--- src/rtl/pb_step_scheduler.sv ---
// Push-button step scheduler: synchronises N_REQ raw buttons, latches one pending
// press per button and grants them round-robin as one-cycle step enables.
module pb_step_scheduler #(
  parameter int N_REQ = 4,
  parameter int GAP   = 2,
  localparam int ID_W = (N_REQ > 1) ? $clog2(N_REQ) : 1
) (
  input  logic             clk,
  input  logic             reset,
  input  logic [N_REQ-1:0] pb,
  input  logic             clr_ovf,
  output logic             step_en,
  output logic [ID_W-1:0]  step_id,
  output logic [N_REQ-1:0] pending,
  output logic             overflow
);

  typedef enum logic [1:0] {
    IDLE  = 2'd0,
    GRANT = 2'd1,
    HOLD  = 2'd2
  } state_e;

  localparam logic [3:0]      HOLD_LOAD = (GAP > 0) ? 4'(GAP - 1) : 4'd0;
  localparam logic [ID_W-1:0] LAST_RST  = ID_W'(N_REQ - 1);

  state_e           state_q, state_d;
  logic [3:0]       cnt_q, cnt_d;
  logic [ID_W-1:0]  last_q, last_d;
  logic             step_en_q, step_en_d;
  logic [ID_W-1:0]  step_id_q, step_id_d;
  logic [N_REQ-1:0] pend_q, pend_d;
  logic             ovf_q, ovf_d;
  logic [N_REQ-1:0] pb_p0_q, pb_p1_q, pb_p2_q;

  logic [N_REQ-1:0] press;
  logic [N_REQ-1:0] grant_clr;
  logic [ID_W:0]    pick;
  logic             arb;
  logic             drop;

  // Returns {found, id}: first requester at or after last+1, wrapping modulo N_REQ.
  function automatic logic [ID_W:0] rr_pick(input logic [N_REQ-1:0] req,
                                            input logic [ID_W-1:0]  last);
    logic            found;
    logic [ID_W-1:0] id;
    int              idx;
    found = 1'b0;
    id    = '0;
    for (int k = 1; k <= N_REQ; k++) begin
      idx = (int'(last) + k) % N_REQ;
      if (!found && req[idx]) begin
        found = 1'b1;
        id    = ID_W'(idx);
      end
    end
    return {found, id};
  endfunction

  // Stage boundary: p0/p1 synchronise the raw levels, p2 holds the previous level.
  always_ff @(posedge clk or negedge reset) begin
    if (!reset) begin
      pb_p0_q   <= '0;
      pb_p1_q   <= '0;
      pb_p2_q   <= '0;
      pend_q    <= '0;
      ovf_q     <= 1'b0;
      state_q   <= IDLE;
      cnt_q     <= '0;
      last_q    <= LAST_RST;
      step_en_q <= 1'b0;
      step_id_q <= '0;
    end else begin
      pb_p0_q   <= pb;
      pb_p1_q   <= pb_p0_q;
      pb_p2_q   <= pb_p1_q;
      pend_q    <= pend_d;
      ovf_q     <= ovf_d;
      state_q   <= state_d;
      cnt_q     <= cnt_d;
      last_q    <= last_d;
      step_en_q <= step_en_d;
      step_id_q <= step_id_d;
    end
  end

  assign press = pb_p1_q & ~pb_p2_q;

  // The last HOLD cycle arbitrates like IDLE so consecutive grants sit exactly GAP idle cycles apart.
  always_comb begin
    state_d   = state_q;
    cnt_d     = cnt_q;
    last_d    = last_q;
    step_en_d = 1'b0;
    step_id_d = '0;
    grant_clr = '0;
    arb       = 1'b0;
    pick      = rr_pick(pend_q, last_q);
    case (state_q)
      IDLE: arb = 1'b1;
      GRANT: begin
        if (GAP == 0) begin
          state_d = IDLE;
        end else begin
          state_d = HOLD;
          cnt_d   = HOLD_LOAD;
        end
      end
      HOLD: begin
        if (cnt_q == 4'd0) begin
          state_d = IDLE;
          arb     = 1'b1;
        end else begin
          cnt_d = cnt_q - 4'd1;
        end
      end
      default: state_d = IDLE;
    endcase
    if (arb && pick[ID_W]) begin
      state_d   = GRANT;
      step_en_d = 1'b1;
      step_id_d = pick[ID_W-1:0];
      last_d    = pick[ID_W-1:0];
      grant_clr = N_REQ'(1) << pick[ID_W-1:0];
    end
  end

  // A press coinciding with its own grant re-arms the flag; only a press onto a live flag is dropped.
  always_comb begin
    pend_d = (pend_q & ~grant_clr) | press;
    drop   = |(press & pend_q & ~grant_clr);
    ovf_d  = drop | (ovf_q & ~clr_ovf);
  end

  assign step_en  = step_en_q;
  assign step_id  = step_id_q;
  assign pending  = pend_q;
  assign overflow = ovf_q;

endmodule

--- config.mk ---
export PLATFORM = sky130hd
export DESIGN_NAME = pb_step_scheduler
export DESIGN_NICKNAME = d
export VERILOG_FILES = /design/src/rtl/pb_step_scheduler.sv
export SDC_FILE = /design/constraint.sdc
export NUM_CORES = 1
export LEC_CHECK = 0
export ABC_AREA = 1
export CORE_UTILIZATION = 49
export DETAILED_ROUTE_END_ITERATION = 16
export PLACE_DENSITY = 0.77
export SLEW_MARGIN = 20
export SYNTH_ARGS = -nofsm -noshare
export SYNTH_HDL_FRONTEND = slang
export SYNTH_SLANG_ARGS = --single-unit
--- constraint.sdc ---
create_clock -name clk -period 1.8 [get_ports clk]
set_input_delay 0.45 -clock clk [delete_from_list [all_inputs] [get_ports clk]]
set_output_delay 0.45 -clock clk [all_outputs]
set_load 0.03 [all_outputs]
==> impl_metrics.ini <==
[clocking]
clkTransAtPathRegs_ns = 0.13
clkSinkCount = 28
cts_max_level = 1
clk_latency_ns = 0.31
root_buffer = clkbuf_4
cts_buffers = 3
cts_tree = built
postCtsHoldBufs = 0
clk_path_buf_depth = 2

[cells_and_area]
regArea_sq_um = 703
area_growth_pct = 26.4
fill_cells = 195
final_nets = 189
multi_input_area_sq_um = 562
drive_gt1_frac = 0.296
num_antenna_cells = 0

[worst_setup_path]
cp-end-kind = flip-flop
cp-start-kind = flip-flop
crit_arrival_ns = 2.07
crit_type = flip-flop to flip-flop
path_max_fanout = 4
crit_required_ns = 2.02
rrSetupSlack_ns = -0.06

[logic_synthesis]
synth_top_family_by_area = simple AND/OR/NAND/NOR gates
synth-xor-area-share = 0.0130
synthTopCellsByCount = 36 x nand2_1, 26 x dfrtp_1, 20 x inv_1, 11 x nand2_2, 10 x nand3_1
synth_edf_count = 0
synth_area_leaders = dfrtp_1 48%, nand2_1 10%, inv_1 5.6%
synth-compound-area-share = 0.0575
yosysWarningCount = 0
synthAdderAreaFrac = 0.0185
synth_mux_area_frac = 0
synthFlopType = dfrtp_1
ys_seq_area_frac = 0.521
yosys.area_share.simple = 0.302
synth.most_common_cell = nand2_1
synthArstFlopShare = 1.00
avgSynthCellArea_sq_um = 9.00
netlist_area_sq_mm = 0.00135
syn_inst = 150
synth_cell_types = 25
synth_seq_cells = 28
yosysTopAreaCell = dfrtp_1
synth_top_cell_area_share = 0.482
syn_nets = 159

[drt]
via_count = 1064
postRouteAntennaNets = 0
drtIter0Drc = 21
drt-total-wl_mm = 2.58
dr.pass1.iters = 4
drc = 0
routedWlPerCell_microns = 12.4
vias_per_cell = 5.09

[place]
place_congestion = 0.790
port_buffers = 14
hpwlAfterDp_mm = 1.93
pre_cts_slack_ns = -0.0724

[timing]
setup_violations = 3
max_freq_ghz = 0.538
rsz0062_at_grt = true
finalMaxSlewViolations = 0
fin_ws_ns = -0.0600
hold_viol = 0
skew_ns = 0.00380
max_slew_margin = 0.638
period_share = 1.03
worstMarginPinSlew_ns = 0.538
min_period_ns = 1.86

[global_route]
grt_max_degree = 29
track_usage = 0.199
grt_pass1_wl_mm = 4.15
first_global_vias = 1004
antenna_found_initial = 0
grt-ovfl-total = 0

[flow_run]
drv_cap = 0

[run_status]
outcome = finished with violations
violations = negative setup slack

[hold_path]
holdCritPathClass = flip-flop to flip-flop

[pwr]
p_per_area_mw_per_mm2 = 2140
leakage_uw = 0.000911
finalPower_uw = 3660
peakVddDrop_v = 0.00130

[floorplanning]
dieArea_sq_mm = 0.00297
io_pins = 15
row_count = 18
die_w_microns = 54.5
fp.dieH_microns = 54.5
core_area_sq_mm = 0.00254
start_util = 0.530
report_power, final:
group,internal (uW),switching (uW)
sequential,822,138
combinational,905,1400
clock,225,165
total,1950,1710
per-stage QoR:
stage          instances  utilization  setup TNS (ns)  instance area, sq um  hold slack, ns
2_1_floorplan        150            -               0                  1350           0.154
3_3_place_gp         198        0.609         -0.0475                  1550           0.333
3_5_place_dp         198        0.609          -0.129                  1550           0.353
4_1_cts              208        0.663         -0.0424                  1690           0.385
5_1_grt              209        0.671          -0.711                  1710           0.390
6_report             209        0.671          -0.119                  1710           0.376
kinds of logic (layout without fill, tap and decap cells):
logic type,after synthesis,count (layout)
xor gates and xnor gates,2,2
and+or+nand+nor,77,77
AOI/OAI and AO/OA,14,14
buffers and inverters,27,56
DFF,28,28
adders and majority gates,2,2
layer usage:
metal	vias up	part of all wire	global-route usage
li1	528	-	-
met1	511	0.40	0.232
met2	19	0.55	0.378
met3	6	0.029	0.0250
met4	0	0.014	0.0556
met5	-	0	0
path summary, 6_finish.rpt:
| kind | depth (start not counted) | end | start |
|---|---|---|---|
| max | 12 | pending[1] | last_q[0] |
| min | 0 | pb_p1_q[2] | pb_p0_q[2] |
| max reg2reg | 12 | pending[1] | last_q[0] |
| min reg2reg | 0 | pb_p1_q[2] | pb_p0_q[2] |
| max in group asynchronous | 2 | last_q[0] | reset |
| min in group asynchronous | 2 | cnt_q[0] | reset |
repair_timing:
action | CTS | global route
buffers inserted | 6 | 1
endpoints found under the setup margin | 9 | 10
gates resized for setup | 17 | 5
gates cloned | 0 | 0
pin swaps | 7 | 3
area by class of cell:
cell class,instances,area share
multi-input cells,95,0.329
repair buffers,27,0.150
inverters,25,0.0565
clock buffers,3,0.0132
clock inverters,1,0.0176
well taps,30,0.0220
flip-flops and latches,28,0.412
cell usage in the layout (no fill, tap or decap), types with 2 or more instances in the layout:
cell type        count
a21oi_1              3
nor2_1               3
dfrtp_1             26
nand3_2              4
xor2_1               2
nand3_1              9
nor2_4               2
nand2_1             31
inv_1               18
nand2_2             14
nor3_1               3
o21ai_0              6
dlymetal6s2s_1       3
nand4_1              3
inv_2                5
o22ai_1              2
buf_4               11
clkbuf_4             3
dlygate4sd2_1        5
ha_1                 2
nand2_4              6
clkdlybuf4s50_1      6
dfstp_2              2
registers in the layout, summed over array words and instances, names as in the netlist:
register,flops
overflow,1
last_q,2
pb_p1_q,4
pb_p0_q,4
state_q,2
step_id,2
pb_p2_q,4
step_en,1
cnt_q,4
pending,4
worst max-delay path, stage by stage, from the launching register on:
cell and delay (ns):
dfstp_2 0.62, buf_4 0.14, nand2_1 0.08, nand2_4 0.09
nand2_1 0.08, nand2_2 0.08, inv_2 0.05, nand3b_1 0.11
nand2_2 0.10, nor2_4 0.17, inv_2 0.06, o21ai_2 0.14
nand2_1 0.06
Power figures use the tool's default switching activity.
